===== config.mk =====
export PLATFORM = sky130hd
export DESIGN_NAME = oled_refresh_ctrl
export DESIGN_NICKNAME = d
export VERILOG_FILES = /design/src/rtl/oled_pkg.sv /design/src/rtl/oled_cmd_rom.sv /design/src/rtl/oled_refresh_ctrl.sv
export SDC_FILE = /design/constraint.sdc
export NUM_CORES = 1
export LEC_CHECK = 0
export ABC_AREA = 1
export BUFFER_PORTS_ARGS = -buffer_cell sky130_fd_sc_hd__clkbuf_2
export CAP_MARGIN = 40
export CORE_UTILIZATION = 45
export DETAILED_ROUTE_END_ITERATION = 6
export PLACE_DENSITY = 0.66
export REMOVE_ABC_BUFFERS = 1
export SETUP_SLACK_MARGIN = 0.4
export SLEW_MARGIN = 15
export SYNTH_ARGS = -nofsm -noshare
export SYNTH_HDL_FRONTEND = slang
export SYNTH_SLANG_ARGS = --single-unit

===== constraint.sdc =====
create_clock -name clk -period 4 [get_ports clk]
set_input_delay 0.2 -clock clk [delete_from_list [all_inputs] [get_ports clk]]
set_output_delay 0.2 -clock clk [all_outputs]
set_load 0.005 [all_outputs]

===== src/rtl/oled_pkg.sv =====
// Shared types and constants for the SSD1306 refresh controller.
package oled_pkg;

  typedef enum logic [2:0] {
    ST_INIT_PEND  = 3'd0,
    ST_IDLE       = 3'd1,
    ST_INIT_TX    = 3'd2,
    ST_WIN_TX     = 3'd3,
    ST_DATA_HDR   = 3'd4,
    ST_DATA_FETCH = 3'd5,
    ST_DATA_TX    = 3'd6,
    ST_BACKOFF    = 3'd7
  } state_t;

  localparam int INIT_LEN = 25;
  localparam int WIN_LEN  = 6;

  // Window bytes sit directly behind the init table in the command ROM.
  localparam logic [4:0] WIN_BASE = 5'd25;

  // Byte positions inside a command transaction: 0 = address, 1 = control, 2.. = ROM.
  localparam logic [4:0] INIT_LAST_POS = 5'd26;
  localparam logic [4:0] WIN_LAST_POS  = 5'd7;
  localparam logic [4:0] HDR_LAST_POS  = 5'd1;

  localparam logic [7:0] DISPLAY_OFF = 8'hAE;
  localparam logic [7:0] SET_COL     = 8'h21;
  localparam logic [7:0] SET_PAGE    = 8'h22;
  localparam logic [7:0] CTRL_CMD    = 8'h00;
  localparam logic [7:0] CTRL_DATA   = 8'h40;

  // Saturating 8-bit increment used by the NACK counter.
  function automatic logic [7:0] sat_inc8(input logic [7:0] v);
    return (v == 8'hFF) ? 8'hFF : (v + 8'd1);
  endfunction

endpackage


===== src/rtl/oled_cmd_rom.sv =====
// Command byte lookup: SSD1306 init table (0..24) followed by the address window (25..30).
module oled_cmd_rom
  import oled_pkg::*;
(
  input  logic [4:0] idx,
  output logic [7:0] data
);

  // Pure table lookup; out-of-range indices read as 0.
  always_comb begin
    data = 8'h00;
    case (idx)
      5'd0:    data = DISPLAY_OFF;
      5'd1:    data = 8'hD5;
      5'd2:    data = 8'h80;
      5'd3:    data = 8'hA8;
      5'd4:    data = 8'h1F;
      5'd5:    data = 8'hD3;
      5'd6:    data = 8'h00;
      5'd7:    data = 8'h40;
      5'd8:    data = 8'h8D;
      5'd9:    data = 8'h14;
      5'd10:   data = 8'h20;
      5'd11:   data = 8'h00;
      5'd12:   data = 8'hA1;
      5'd13:   data = 8'hC8;
      5'd14:   data = 8'hDA;
      5'd15:   data = 8'h02;
      5'd16:   data = 8'h81;
      5'd17:   data = 8'h8F;
      5'd18:   data = 8'hD9;
      5'd19:   data = 8'hF1;
      5'd20:   data = 8'hDB;
      5'd21:   data = 8'h40;
      5'd22:   data = 8'hA4;
      5'd23:   data = 8'hA6;
      5'd24:   data = 8'hAF;
      5'd25:   data = SET_COL;
      5'd26:   data = 8'h00;
      5'd27:   data = 8'h7F;
      5'd28:   data = SET_PAGE;
      5'd29:   data = 8'h00;
      5'd30:   data = 8'h03;
      default: data = 8'h00;
    endcase
  end

endmodule


===== src/rtl/oled_refresh_ctrl.sv =====
// SSD1306 128x32 refresh sequencer driving a shared I2C byte master.
// Sends the init table once, then on request the address window and the
// 512-byte frame buffer; NACKs back off and restart from init.
module oled_refresh_ctrl
  import oled_pkg::*;
#(
  parameter logic [6:0] I2C_ADDR     = 7'h3C,
  parameter int         FB_BYTES     = 512,
  parameter int         RETRY_CYCLES = 50000
) (
  input  logic       clk,
  input  logic       rst_n,
  input  logic       frame_req,
  output logic [8:0] fb_addr,
  input  logic [7:0] fb_data,
  output logic       tx_valid,
  output logic [7:0] tx_data,
  output logic       tx_start,
  output logic       tx_stop,
  input  logic       tx_ready,
  input  logic       byte_done,
  input  logic       byte_nack,
  output logic       busy,
  output logic       frame_done,
  output logic [7:0] err_cnt
);

  localparam logic [7:0] ADDR_BYTE = {I2C_ADDR, 1'b0};
  localparam int CNT_W = (RETRY_CYCLES > 1) ? $clog2(RETRY_CYCLES) : 1;
  localparam logic [CNT_W-1:0] BO_LAST = CNT_W'(RETRY_CYCLES - 1);
  localparam logic [8:0] IDX_LAST = 9'(FB_BYTES - 1);

  state_t           state_r;
  logic [4:0]       pos_r;
  logic [8:0]       idx_r;
  logic [8:0]       fb_addr_r;
  logic [CNT_W-1:0] bo_cnt_r;
  logic             wait_done_r;
  logic             pending_r;
  logic             init_ok_r;
  logic             tx_valid_r;
  logic [7:0]       tx_data_r;
  logic             tx_start_r;
  logic             tx_stop_r;
  logic             busy_r;
  logic             frame_done_r;
  logic [7:0]       err_cnt_r;

  logic [4:0]       rom_idx_s;
  logic [7:0]       rom_data_s;
  logic [7:0]       byte_s;
  logic             start_s;
  logic             stop_s;
  logic             last_s;

  oled_cmd_rom u_rom (
    .idx  (rom_idx_s),
    .data (rom_data_s)
  );

  // Select the byte for the current position; last_s marks the final byte of the state.
  always_comb begin
    rom_idx_s = 5'd0;
    byte_s    = 8'h00;
    start_s   = 1'b0;
    stop_s    = 1'b0;
    last_s    = 1'b0;
    if (state_r == ST_WIN_TX) begin
      rom_idx_s = WIN_BASE + pos_r - 5'd2;
    end else begin
      rom_idx_s = pos_r - 5'd2;
    end
    case (state_r)
      ST_INIT_TX, ST_WIN_TX, ST_DATA_HDR: begin
        if (pos_r == 5'd0) begin
          byte_s  = ADDR_BYTE;
          start_s = 1'b1;
        end else if (pos_r == 5'd1) begin
          byte_s = (state_r == ST_DATA_HDR) ? CTRL_DATA : CTRL_CMD;
        end else begin
          byte_s = rom_data_s;
        end
        if (state_r == ST_INIT_TX) begin
          last_s = (pos_r == INIT_LAST_POS);
          stop_s = last_s;
        end else if (state_r == ST_WIN_TX) begin
          last_s = (pos_r == WIN_LAST_POS);
          stop_s = last_s;
        end else begin
          last_s = (pos_r == HDR_LAST_POS);
          stop_s = 1'b0;
        end
      end
      ST_DATA_TX: begin
        byte_s = fb_data;
        last_s = (idx_r == IDX_LAST);
        stop_s = last_s;
      end
      default: begin
        byte_s = 8'h00;
      end
    endcase
  end

  // Main sequencer: state, byte handshake, request coalescing and NACK recovery.
  always_ff @(posedge clk or negedge rst_n) begin
    if (!rst_n) begin
      state_r      <= ST_INIT_PEND;
      pos_r        <= 5'd0;
      idx_r        <= 9'd0;
      fb_addr_r    <= 9'd0;
      bo_cnt_r     <= '0;
      wait_done_r  <= 1'b0;
      pending_r    <= 1'b0;
      init_ok_r    <= 1'b0;
      tx_valid_r   <= 1'b0;
      tx_data_r    <= 8'h00;
      tx_start_r   <= 1'b0;
      tx_stop_r    <= 1'b0;
      busy_r       <= 1'b0;
      frame_done_r <= 1'b0;
      err_cnt_r    <= 8'h00;
    end else begin
      frame_done_r <= 1'b0;
      // Any request not consumed below is remembered; entering WIN_TX clears it.
      if (frame_req) begin
        pending_r <= 1'b1;
      end
      case (state_r)
        ST_INIT_PEND: begin
          state_r <= ST_INIT_TX;
          pos_r   <= 5'd0;
          busy_r  <= 1'b1;
        end
        ST_IDLE: begin
          if (init_ok_r && (frame_req || pending_r)) begin
            state_r   <= ST_WIN_TX;
            pos_r     <= 5'd0;
            pending_r <= 1'b0;
            busy_r    <= 1'b1;
          end
        end
        ST_DATA_FETCH: begin
          state_r <= ST_DATA_TX;
        end
        ST_BACKOFF: begin
          if (bo_cnt_r == BO_LAST) begin
            state_r  <= ST_INIT_TX;
            pos_r    <= 5'd0;
            bo_cnt_r <= '0;
          end else begin
            bo_cnt_r <= bo_cnt_r + CNT_W'(1);
          end
        end
        ST_INIT_TX, ST_WIN_TX, ST_DATA_HDR, ST_DATA_TX: begin
          if (!tx_valid_r && !wait_done_r) begin
            tx_valid_r <= 1'b1;
            tx_data_r  <= byte_s;
            tx_start_r <= start_s;
            tx_stop_r  <= stop_s;
          end else if (tx_valid_r) begin
            if (tx_ready) begin
              tx_valid_r  <= 1'b0;
              tx_data_r   <= 8'h00;
              tx_start_r  <= 1'b0;
              tx_stop_r   <= 1'b0;
              wait_done_r <= 1'b1;
            end
          end else if (byte_done) begin
            wait_done_r <= 1'b0;
            if (byte_nack) begin
              // Master already sent STOP; drop the frame and rebuild from init.
              err_cnt_r <= sat_inc8(err_cnt_r);
              init_ok_r <= 1'b0;
              pending_r <= 1'b1;
              bo_cnt_r  <= '0;
              state_r   <= ST_BACKOFF;
            end else if (!last_s) begin
              if (state_r == ST_DATA_TX) begin
                idx_r     <= idx_r + 9'd1;
                fb_addr_r <= idx_r + 9'd1;
                state_r   <= ST_DATA_FETCH;
              end else begin
                pos_r <= pos_r + 5'd1;
              end
            end else begin
              case (state_r)
                ST_WIN_TX: begin
                  state_r <= ST_DATA_HDR;
                  pos_r   <= 5'd0;
                end
                ST_DATA_HDR: begin
                  idx_r     <= 9'd0;
                  fb_addr_r <= 9'd0;
                  state_r   <= ST_DATA_FETCH;
                end
                ST_INIT_TX, ST_DATA_TX: begin
                  if (state_r == ST_INIT_TX) begin
                    init_ok_r <= 1'b1;
                  end else begin
                    frame_done_r <= 1'b1;
                  end
                  if (pending_r || frame_req) begin
                    state_r   <= ST_WIN_TX;
                    pos_r     <= 5'd0;
                    pending_r <= 1'b0;
                  end else begin
                    state_r <= ST_IDLE;
                    busy_r  <= 1'b0;
                  end
                end
                default: begin
                  state_r <= ST_IDLE;
                  busy_r  <= 1'b0;
                end
              endcase
            end
          end
        end
        default: begin
          state_r <= ST_INIT_PEND;
        end
      endcase
    end
  end

  assign fb_addr    = fb_addr_r;
  assign tx_valid   = tx_valid_r;
  assign tx_data    = tx_data_r;
  assign tx_start   = tx_start_r;
  assign tx_stop    = tx_stop_r;
  assign busy       = busy_r;
  assign frame_done = frame_done_r;
  assign err_cnt    = err_cnt_r;

endmodule

==> results of run 1 <==
==> critical path, delay by kind of cell (launching register included) <==
family | cells | cell delay (ps)
DFF | 1 | 540
and+or+nand+nor | 12 | 1280
buffers and inverters | 3 | 390
adders and majority gates | 1 | 230
==> layout make-up <==
cell class | count | area (µm²) | area share (%)
multi-input combinational | 472 | 2480 | 51.35
clock inverter | 5 | 55.05 | 1.140
timing repair buffer | 46 | 252.7 | 5.233
tap | 129 | 161.4 | 3.342
clock buffer | 11 | 141.4 | 2.927
sequential | 57 | 1426 | 29.53
inverter | 82 | 312.8 | 6.477
==> final timing paths <==
path | depth (start not counted) | slack [ps] | from | to
worst max-delay path | 16 | 1430 | state_r[1]$_DFFE_PN0P_ | tx_data[0]$_DFFE_PN0P_
worst min-delay path | 5 | 160 | fb_data[0] | tx_data[0]$_DFFE_PN0P_
worst max register to register | 16 | 1430 | state_r[1]$_DFFE_PN0P_ | tx_data[0]$_DFFE_PN0P_
worst min register to register | 2 | 490 | tx_data[7]$_DFFE_PN0P_ | tx_data[7]$_DFFE_PN0P_
max in group asynchronous | 3 | 3100 | rst_n | pending_r$_DFF_PN0_
min in group asynchronous | 2 | 320 | rst_n | tx_data[1]$_DFFE_PN0P_
==> stage by stage <==
step | instance area (µm²) | worst slack, ps | hold slack [ps]
finish | 4830 | 1434 | 158.6
floorplan | 4219 | 1896 | -95.59
CTS | 4830 | 1458 | 148.5
detailed placement | 4623 | 1485 | 123.0
global placement | 4603 | 1548 | 423.5
global route | 4830 | 1195 | 182.4
==> sequential cells by signal, indices dropped and copies added (netlist names) <==
register and cells:
bo_cnt_r 16, fb_addr 9, err_cnt 8, tx_data 8, pos_r 5, state_r 3, busy 1, frame_done 1
init_ok_r 1, pending_r 1, tx_start 1, tx_stop 1, tx_valid 1, wait_done_r 1
==> cells by family after synthesis <==
kind of cell / after synthesis / synth area share (%)
XOR/XNOR: 11 / 2.239
AND/OR/NAND/NOR: 376 / 40.51
adder cells (fa/ha/maj): 21 / 6.106
buffers and inverters: 91 / 9.218
AO/OA/AOI/OAI: 64 / 8.782
flip-flops: 57 / 33.15
==> layer usage <==
metal / up-vias / global-route usage, %
li1: 2077 / -
met1: 1831 / 28.61
met2: 98 / 36.18
met3: 14 / 3.482
met4: 0 / 7.919
met5: - / 0
==> cell usage after synthesis (5+ instances only) <==
cell type and instances:
nand2_1 208, inv_1 71, nand3_1 59, dfrtp_1 57, nor2_1 45, ha_1 21
o21ai_0 21, nand2_2 17, a21oi_1 16, nor3_1 12, xor2_1 10, inv_2 7
nand4_1 7, o21ai_1 7, buf_6 5, nand2_4 5, nor2_2 5, nor2_4 5
o22ai_1 5
==> where the power goes <==
part           switching (mW)  internal (mW)
clock network           0.247          0.303
registers               0.207          0.769
logic                    1.50          0.746
==> timing repair <==
| item | CTS | global route |
|---|---|---|
| gates resized for setup | 0 | 0 |
| endpoints found under the hold margin | 11 | 0 |
| hold buffers | 1 | 0 |
==> out/results.txt, run 1 <==
Final Setup Violations: 0
WL met2: 4773 µm
Routed Wire Length: 10,240 µm
Post-route DRC: 0
Die height: 99.79 µm
Largest area contributor in the netlist: dfrtp_1
Die ar.: 9957 µm²
Placed wire-length estimate: 7952 µm
Grt total ovfl: 0
PwrDens: 780.1 nW/µm²
YS warnings: 0
Crit-path max FO: 10
Met1 WL: 4879 µm
Worst slew pin tran: 619.5 ps
Status: finished, final reports clean
Commonest non-fill, non-tap cell in the layout: nand2_1
Top Metal Used: met4
DR vias: 4,020
Largest stage delay on the critical path: 540 ps
Largest cells by area after synthesis: dfrtp_1 33%, nand2_1 18%, nand3_1 6.9%
Port Buf Inserts: 43
Utilization after layout: 52.27%
Syn_area_per_cell: 6.940 µm²
Fin cells: 802
Row cnt: 35
CP Class: reg2reg
Largest net degree at the start of global routing: 29
CP dominant cell by count: nand2_1
Fillers: 901
Total Power: 3.768 mW
Final Max Tran Viols: 0
Leak pwr: 2.564 nW
Worst min-delay path class: in2reg
DR WL/cell: 12.77 µm
Root buffer cell: clkbuf_8
CTS tree: built
Num CTS Buffers: 9
Setup Fix Bufs, Post-CTS: 0
NumNets Final: 703
Sequential element share of the synthesized area: 33.15%
CTS Sinks: 57
Die X: 99.79 µm
Area grow syn2layout: 12.24%
First-pass GRT wire length: 17,200 µm
Fin. Hold Viols: 0
Peak Freq: 389.6 MHz
# H-tree levels: 3
Syn Inst Count: 620
Number of enable flip-flop cells after synthesis: 0
Starting density of the core: 46.57%
Post-route minimum period: 2566 ps
Primary FF master, synth: dfrtp_1
CP max stage cell: dfrtp_1
Number of synthesized register bits: 57
Setup_tns: 0 ps
Worst path cell trace: nand2_2 > nor2_8 > nand2_1 > nand2_1 > inv_1 > ha_1 > inv_1 > nand3_1 > inv_1 > nand2_1 > nand2_1 > nand2_1 > nand3_1 > nand2_1 > nand2_1 > nand2_1
CTS Buffer Depth: 2
Antenna Violating Nets Remaining: 0
Max IR drop VDD: 0.3450 mV
Crit start category: register
First-pass iteration count of the detailed router: 5
Via density: 5.012
Cell variety after synth: 44
Commonest non-fill, non-tap cells in the layout: 208 x nand2_1, 71 x inv_1, 59 x nand3_1
Setup crit end kind: register
CORE AREA: 9240 µm²
RePlAce Congestion: 0.8800
All-Layer GR Usage: 21.75%
Initial DRC count: 192
Cell Area, Synth: 4303 µm²
Clk_lat worst skew: 330 ps
I/O pins: 44
Async set-reset flop share out of synthesis: 100.0%
Initial antenna violation count: 0
Req. time, crit path: 4230 ps
Fin crit share: 64.16%
Met3 wire length: 388 µm
Diode count: 0
Max_slew headroom: 58.69%
Number of global-route vias before repair: 3,750
Layout cells sized above 1: 16.49%
Worst-path clk slew: 70 ps
Top cell type's share of synthesized area: 33.15%
Crit path DAT: 2790 ps
Inst Count DP: 785
RSZ-0062 raised after global routing: no
Max Cap Viol: 0
Layout Skew: 12.36 ps
Note: power is estimated with default switching activity, not from simulation.
==> run 2, diff against run 1 <==
--- a/config.mk
+++ b/config.mk
@@ -10,7 +10,7 @@
 export CAP_MARGIN = 40
 export CORE_UTILIZATION = 45
 export DETAILED_ROUTE_END_ITERATION = 6
-export PLACE_DENSITY = 0.66
+export PLACE_DENSITY = 0.68
 export REMOVE_ABC_BUFFERS = 1
 export SETUP_SLACK_MARGIN = 0.4
 export SLEW_MARGIN = 15
==> constraint.sdc (replaced) <==
create_clock -name clk -period 2.2 [get_ports clk]
set_input_delay 0.11 -clock clk [delete_from_list [all_inputs] [get_ports clk]]
set_output_delay 0.11 -clock clk [all_outputs]
set_load 0.005 [all_outputs]
==> run 2 against run 1 <==
- global-route usage grew 2.4 points
- die area is the same
- clock skew is essentially flat
- sequential power grew 75%
- clock-buffer cell count grew 1
- via count grew 15%
- highest routed layer unchanged
- utilization grew 14 points
- sequential share of layout area shrank 6.1 points
==> out/results.txt, run 2 (synthesis gave the netlist of run 1 again) <==
Status: finished, final reports clean
DR vias: 4,606 (+15%)
# H-tree levels: 3 (unchanged)
PwrDens: 1581 nW/µm² (+100%)
CP delay by family, top: simple AND/OR/NAND/NOR gates
NumNets Final: 769 (+9.4%)
Setup crit end kind: register
First-pass iteration count of the detailed router: 5 (unchanged)
Via density: 5.306 (+5.9%)
CTS Sinks: 57 (unchanged)
Starting density of the core: 46.57% (unchanged)
Final Cell Area: 6101 µm² (+26%)
Post-route DRC: 0 (unchanged)
Fin. Hold Viols: 0 (unchanged)
Worst path cell trace: ha_2 > nand2_2 > nor2_1 > inv_1 > nor2_2 > nand3_2 > nor2_2 > ha_2 > inv_2 > nand4_1 > nand2_2 > buf_6 > nor2_4 > buf_6 > nand3_2 > nand2_1
CORE AREA: 9240 µm² (unchanged)
Grt total ovfl: 0 (unchanged)
All-Layer GR Usage: 24.13% (+2.4 points)
Setup_tns: 0 ps (unchanged)
CTS Buffer Depth: 2 (unchanged)
Clk_lat worst skew: 330 ps (about the same)
Max IR drop VDD: 0.8325 mV (+140%)
Fin crit share: 95.70% (+32 points)
Max Cap Viol: 0 (unchanged)
Layout Skew: 12.66 ps (+0.3010 ps)
Crit start category: register
Port Buf Inserts: 43 (unchanged)
Final Max Tran Viols: 0 (unchanged)
CTS tree: built
Req. time, crit path: 2480 ps (-1750 ps)
Die X: 99.79 µm (unchanged)
DR WL/cell: 14.68 µm (+15%)
Diode count: 0 (unchanged)
Root buffer cell: clkbuf_8
Antenna Violating Nets Remaining: 0 (unchanged)
Die height: 99.79 µm (unchanged)
Die ar.: 9957 µm² (unchanged)
I/O pins: 44 (unchanged)
Worst-path clk slew: 70 ps (about the same)
Final Setup Violations: 0 (unchanged)
Largest net degree at the start of global routing: 58 (+100%)
Area grow syn2layout: 41.79%
Flop pwr share: 17.7% (-8.2 points)
Post-DP Area: 4753 µm² (+2.8%)
Sw power: 4.820 mW (+150%)
Clock Power Share: 10.7% (-3.9 points)
Worst slew pin tran: 739.5 ps (+120.0 ps)
Number of global-route vias before repair: 4,392 (+17%)
Switching Share: 49.96% (-1.8 points)
Commonest non-fill, non-tap cells in the layout: 164 x nand2_1, 56 x inv_1, 56 x dfrtp_1
Num CTS Buffers: 9 (unchanged)
Critical path buffer and inverter count: 4 (+1)
Routed Wire Length: 12,740 µm (+24%)
CP Class: reg2reg
Initial DRC count: 249 (+30%)
Crit-path max FO: 5 (-5)
First-pass GRT wire length: 19,550 µm (+14%)
Fin cells: 868 (+8.2%)
Largest stage delay on the critical path: 370 ps (-170 ps)
Max FFs per register: 16 (unchanged)
Layout cells sized above 1: 39.78% (+23 points)
CP max stage cell: dfrtp_1
Initial antenna violation count: 0 (unchanged)
Worst min-delay path class: in2reg
Leak pwr: 3.033 nW (+18%)
Logic pwr share: 71.7% (+12 points)
Placed wire-length estimate: 7883 µm (-0.87%)
Max_slew headroom: 50.70% (-8.0 points)
P_int: 4.828 mW (+170%)
Row cnt: 35 (unchanged)
Inst Count DP: 804 (+2.4%)
RePlAce Congestion: 0.8740 (-0.68%)
Post-route minimum period: 2105 ps (-461.1 ps)
Commonest non-fill, non-tap cell in the layout: nand2_1
Crit path DAT: 2380 ps (-410 ps)
RSZ-0062 raised after global routing: yes
Peak Freq: 475.0 MHz (+22%)
Biggest register: bo_cnt_r
## run 2: cell types whose count changed in the layout (fill, tap and decap cells not counted), sizes merged
cell / before / now
clkbuf: 54 / 55
clkinvlp: 2 / 1
buf: 2 / 67
nand2: 230 / 231
## run 2: timing repair
item | in CTS | in global routing
hold buffers | 1 | 0
setup endpoints to repair | 47 | 50
resized for setup | 88 | 97
buffers inserted | 29 | 16
pin swaps | 54 | 64
endpoints found under the hold margin | 57 | 0
gates cloned | 2 | 0
## run 2: final timing paths
| kind | start | endpoint | slack, ps | depth (start not counted) |
|---|---|---|---|---|
| max | fb_addr[1]$_DFFE_PN0P_ | pos_r[2]$_DFFE_PN0P_ | 90 | 16 |
| max in group asynchronous | rst_n | state_r[0]$_DFFE_PN0P_ | 1210 | 3 |
| min | fb_data[7] | tx_data[7]$_DFFE_PN0P_ | 70 | 5 |
| max reg2reg | fb_addr[1]$_DFFE_PN0P_ | pos_r[2]$_DFFE_PN0P_ | 90 | 16 |
| min in group asynchronous | rst_n | bo_cnt_r[12]$_DFFE_PN0P_ | 440 | 3 |
| min reg2reg | tx_data[2]$_DFFE_PN0P_ | tx_data[2]$_DFFE_PN0P_ | 480 | 2 |
## run 2: tightest hold or removal path, delay by kind of cell
family | cells | cell delay, ps
AND/OR/NAND/NOR | 4 | 180
buffers and inverters | 1 | 70
## run 2: power by group through the flow
stage | sequential, mW | clock [mW] | combinational, mW
2_1_floorplan | 1.73 | 0 | 3.05
3_3_place_gp | 1.70 | 0 | 4.29
3_5_place_dp | 1.71 | 0 | 4.37
4_1_cts | 1.70 | 1.04 | 5.51
5_1_grt | 1.75 | 1.09 | 7.47
6_report | 1.71 | 1.03 | 6.91
## run 2: through the flow
| stage | hold WS, ps | setup WS [ps] | power [mW] | util (%) |
|---|---|---|---|---|
| floorplan | -185.6 | 96.07 | 4.774 | - |
| global placement | 294.0 | 128.2 | 5.988 | 51.44 |
| detailed placement | 314.2 | 26.84 | 6.080 | 51.44 |
| CTS | 60.65 | 200.4 | 8.245 | 60.43 |
| global route | 109.9 | -68.81 | 10.30 | 66.03 |
| finish | 66.37 | 94.63 | 9.648 | 66.03 |
## run 2: layout make-up
type                       instances  area, µm²
multi-input combinational        473       3123
sequential                        57       1428
clock inverter                     4      51.30
fill                             746       3139
clock buffer                      12      155.1
timing repair buffer             111      860.8
tap                              129      161.4
inverter                          82      321.6
## run 2: routing by layer
metal | wire length, µm | track usage [%] | part of all wire (%)
met4 | 303 | 7.353 | 2.4
met5 | 0 | 0 | 0
met1 | 5556 | 31.76 | 44
met2 | 6319 | 41.33 | 50
met3 | 564 | 3.203 | 4.4
==> run 3, diff against run 2 <==
--- a/config.mk
+++ b/config.mk
@@ -5,7 +5,6 @@
 export SDC_FILE = /design/constraint.sdc
 export NUM_CORES = 1
 export LEC_CHECK = 0
-export ABC_AREA = 1
 export BUFFER_PORTS_ARGS = -buffer_cell sky130_fd_sc_hd__clkbuf_2
 export CAP_MARGIN = 40
 export CORE_UTILIZATION = 45
==> run 3 against run 2 <==
- the flow now finishes with violations (negative setup slack)
- sequential power decreased by 39%
- cell area increased by 3.9%
- maximum frequency shrank 16%
- critical path depth shrank 4
- via count grew 2.0%
- critical endpoint is now fb_addr[5]$_DFFE_PN0P_
- power is 78% lower
- synthesized cell count down 24%
- highest routed layer unchanged
- sequential cell count is the same
==> out/results.txt, run 3 <==
Starting density of the core: 46.57% (about the same)
Layout cells sized above 1: 48.29% (+8.5 points)
CP max stage cell: dfrtp_1
Async set-reset flop share out of synthesis: 100.0% (unchanged)
Max IR drop VDD: 0.3654 mV (-56%)
Commonest non-fill, non-tap cell in the layout: buf_4
Layout Skew: 10.61 ps (-2.053 ps)
Area grow syn2layout: 55.27%
Setup crit end kind: register
Diode count: 0 (unchanged)
First-pass GRT wire length: 21,890 µm (+12%)
GRT met3 Usage: 5.612% (+2.4 points)
CP dominant cell by count: and3_4
Met1 Usage GRT: 36.16% (+4.4 points)
Fin cells: 750 (-14%)
DR vias: 4,700 (+2.0%)
Largest stage delay on the critical path: 400 ps (+30 ps)
First-pass iteration count of the detailed router: 6 (+1)
Crit-path max FO: 5 (unchanged)
Placed wire-length estimate: 8544 µm (+8.4%)
Crit path DAT: 2760 ps (+380 ps)
Post-route minimum period: 2500 ps (+395.0 ps)
NumNets Final: 673 (-12%)
All-Layer GR Usage: 28.18% (+4.1 points)
Syn_area_per_cell: 8.629 µm² (+24%)
Num CTS Buffers: 9 (unchanged)
Root buffer cell: clkbuf_8
Via density: 6.267 (+18%)
Sequential element share of the synthesized area: 34.95% (+1.8 points)
Routed Wire Length: 14,320 µm (+12%)
CTS Buffer Depth: 2 (unchanged)
I/O pins: 44 (unchanged)
CTS Sinks: 57 (unchanged)
Worst path cell trace: ha_2 > and3_4 > and3_4 > and3_4 > ha_4 > nand2_4 > o211ai_1 > a21oi_2 > o2111ai_2 > buf_4 > or3_1 > a21oi_1
RSZ-0062 raised after global routing: yes
Port Buf Inserts: 43 (unchanged)
Worst-path clk slew: 70 ps (about the same)
Final Setup Violations: 29 (+29)
CORE AREA: 8763 µm² (-5.2%)
Status: complete, but fails checks
Top cell type's share of synthesized area: 34.95% (+1.8 points)
Number of synthesized register bits: 57 (unchanged)
Req. time, crit path: 2460 ps (-20 ps)
Fin crit share: 113.7% (+18 points)
Final Max Tran Viols: 0 (unchanged)
Cell Area, Synth: 4081 µm² (-5.1%)
Largest net degree at the start of global routing: 32 (-45%)
Syn Inst Count: 473 (-24%)
Number of enable flip-flop cells after synthesis: 0 (unchanged)
PnR worst setup slack: -300.4 ps (-395.0 ps)
DR WL/cell: 19.09 µm (+30%)
Worst min-delay path class: in2reg
Grt total ovfl: 0 (unchanged)
Post-route DRC: 0 (unchanged)
RePlAce Congestion: 0.8642 (-1.1%)
Failing checks: negative setup slack
Primary FF master, synth: dfrtp_1
Initial DRC count: 492 (+98%)
Commonest non-fill, non-tap cells in the layout: 97 x buf_4, 56 x dfrtp_1, 43 x clkbuf_2
Max_slew headroom: 54.27% (+3.6 points)
Cell variety after synth: 69 (+57%)
# H-tree levels: 3 (unchanged)
Row cnt: 34 (-2.9%)
Max Cap Viol: 0 (unchanged)
Multi-input logic area: 3070 µm² (-1.7%)
Largest cells by area after synthesis: dfrtp_1 35%, ha_1 6.4%, o21ai_0 6.0%
Max FFs per register: 16 (unchanged)
CP Class: reg2reg
Top-count cell post-synth: dfrtp_1
Initial antenna violation count: 0 (unchanged)
Met2 usage: 45.83% (+4.5 points)
Die height: 97.24 µm (-2.6%)
PwrDens: 327.5 nW/µm² (-79%)
Worst slew pin tran: 686.0 ps (-53.53 ps)
Antenna Violating Nets Remaining: 0 (unchanged)
Leak pwr: 2.749 nW (-9.4%)
Largest area contributor in the netlist: dfrtp_1
Crit start category: register
FF+latch area: 1428 µm² (unchanged)
CP delay by family, top: simple AND/OR/NAND/NOR gates
Fin. Hold Viols: 0 (unchanged)
Final Hold Slack: 40.38 ps (-25.99 ps)
Total Power: 2.075 mW (-78%)
Inst Count DP: 696 (-13%)
Die X: 97.24 µm (-2.6%)
Die ar.: 9455 µm² (-5.0%)
Peak Freq: 399.9 MHz (-16%)
Layer carrying the most global-route usage: met2
Biggest register: bo_cnt_r
Clk_lat worst skew: 340 ps (about the same)
Fillers: 564 (-24%)
Number of global-route vias before repair: 4,573 (+4.1%)
Critical path buffer and inverter count: 1 (-3)
CTS tree: built
YS warnings: 0 (unchanged)
Most instantiated cells after synthesis: 57 x dfrtp_1, 49 x o21ai_0, 42 x nor2_1, 36 x nand2_1, 27 x nand3_1
run 3: path summary, 6_finish.rpt:
kind / start / to / slack, ps / depth (start not counted)
worst max-delay path: fb_addr[0]$_DFFE_PN0P_ / fb_addr[5]$_DFFE_PN0P_ / -300 / 12
worst min-delay path: fb_data[0] / tx_data[0]$_DFFE_PN0P_ / 40 / 3
worst max register to register: fb_addr[0]$_DFFE_PN0P_ / fb_addr[5]$_DFFE_PN0P_ / -300 / 12
worst min register to register: tx_stop$_DFFE_PN0P_ / tx_stop$_DFFE_PN0P_ / 480 / 2
max in group asynchronous: rst_n / pos_r[0]$_DFFE_PN0P_ / 1260 / 3
min in group asynchronous: rst_n / busy$_DFFE_PN0P_ / 340 / 2
run 3: metal layers:
| metal | up-vias | wire (µm) |
|---|---|---|
| met3 | 70 | 984 |
| li1 | 2101 | - |
| met5 | - | 0 |
| met1 | 2272 | 5801 |
| met4 | 0 | 584 |
| met2 | 257 | 6949 |
run 3: cells by family (layout without fill, tap and decap cells):
kind of cell / after synthesis / count (layout) / share of synthesized area, %
buffers and inverters: 40 / 209 / 5.181
adders and majority gates: 21 / 21 / 6.438
and+or+nand+nor: 183 / 183 / 24.10
DFF: 57 / 57 / 34.95
muxes: 12 / 12 / 3.250
AOI/OAI and AO/OA: 149 / 149 / 23.54
xor gates and xnor gates: 11 / 11 / 2.545
run 3: metrics by stage:
stage / instance area [µm²] / utilization, % / setup WS (ps) / TNS (ps)
floorplan: 3923 / - / -577.3 / -9154
global placement: 5034 / 57.44 / -386.7 / -6046
detailed placement: 5034 / 57.44 / -442.6 / -7626
CTS: 6055 / 69.09 / -177.9 / -1744
global route: 6337 / 72.32 / -351.0 / -7185
finish: 6337 / 72.32 / -300.4 / -5297
run 3: worst min-delay path, delay by kind of cell:
family | cells | cell delay (ps)
buffers and inverters | 1 | 80
AOI/OAI and AO/OA | 2 | 140
run 3: where the power goes:
part / leakage, nW / internal, mW / switching [mW] / total, mW
Sequential: 0.650 / 1.05 / 0.0000000000000000272 / 1.05
Clock: 0.0981 / 0.545 / 0.436 / 0.981
Combinational: 2.00 / 0.0168 / 0.0301 / 0.0469
run 3: area by class of cell:
| class | instances | area share (%) |
|---|---|---|
| Multi-Input combinational cell | 376 | 48.45 |
| Timing Repair Buffer | 180 | 22.88 |
| Sequential cell | 57 | 22.53 |
| Clock buffer | 10 | 2.172 |
| Tap cell | 108 | 2.132 |
| Inverter | 14 | 0.9477 |
| Clock inverter | 5 | 0.8884 |
run 3: timing repair:
action,4_1_cts,5_1_grt
gates cloned,2,1
hold buffers,1,0
endpoints found under the hold margin,26,0
setup buffers,27,8
gates resized for setup,148,54
pin swaps,50,15
setup endpoints to repair,55,50
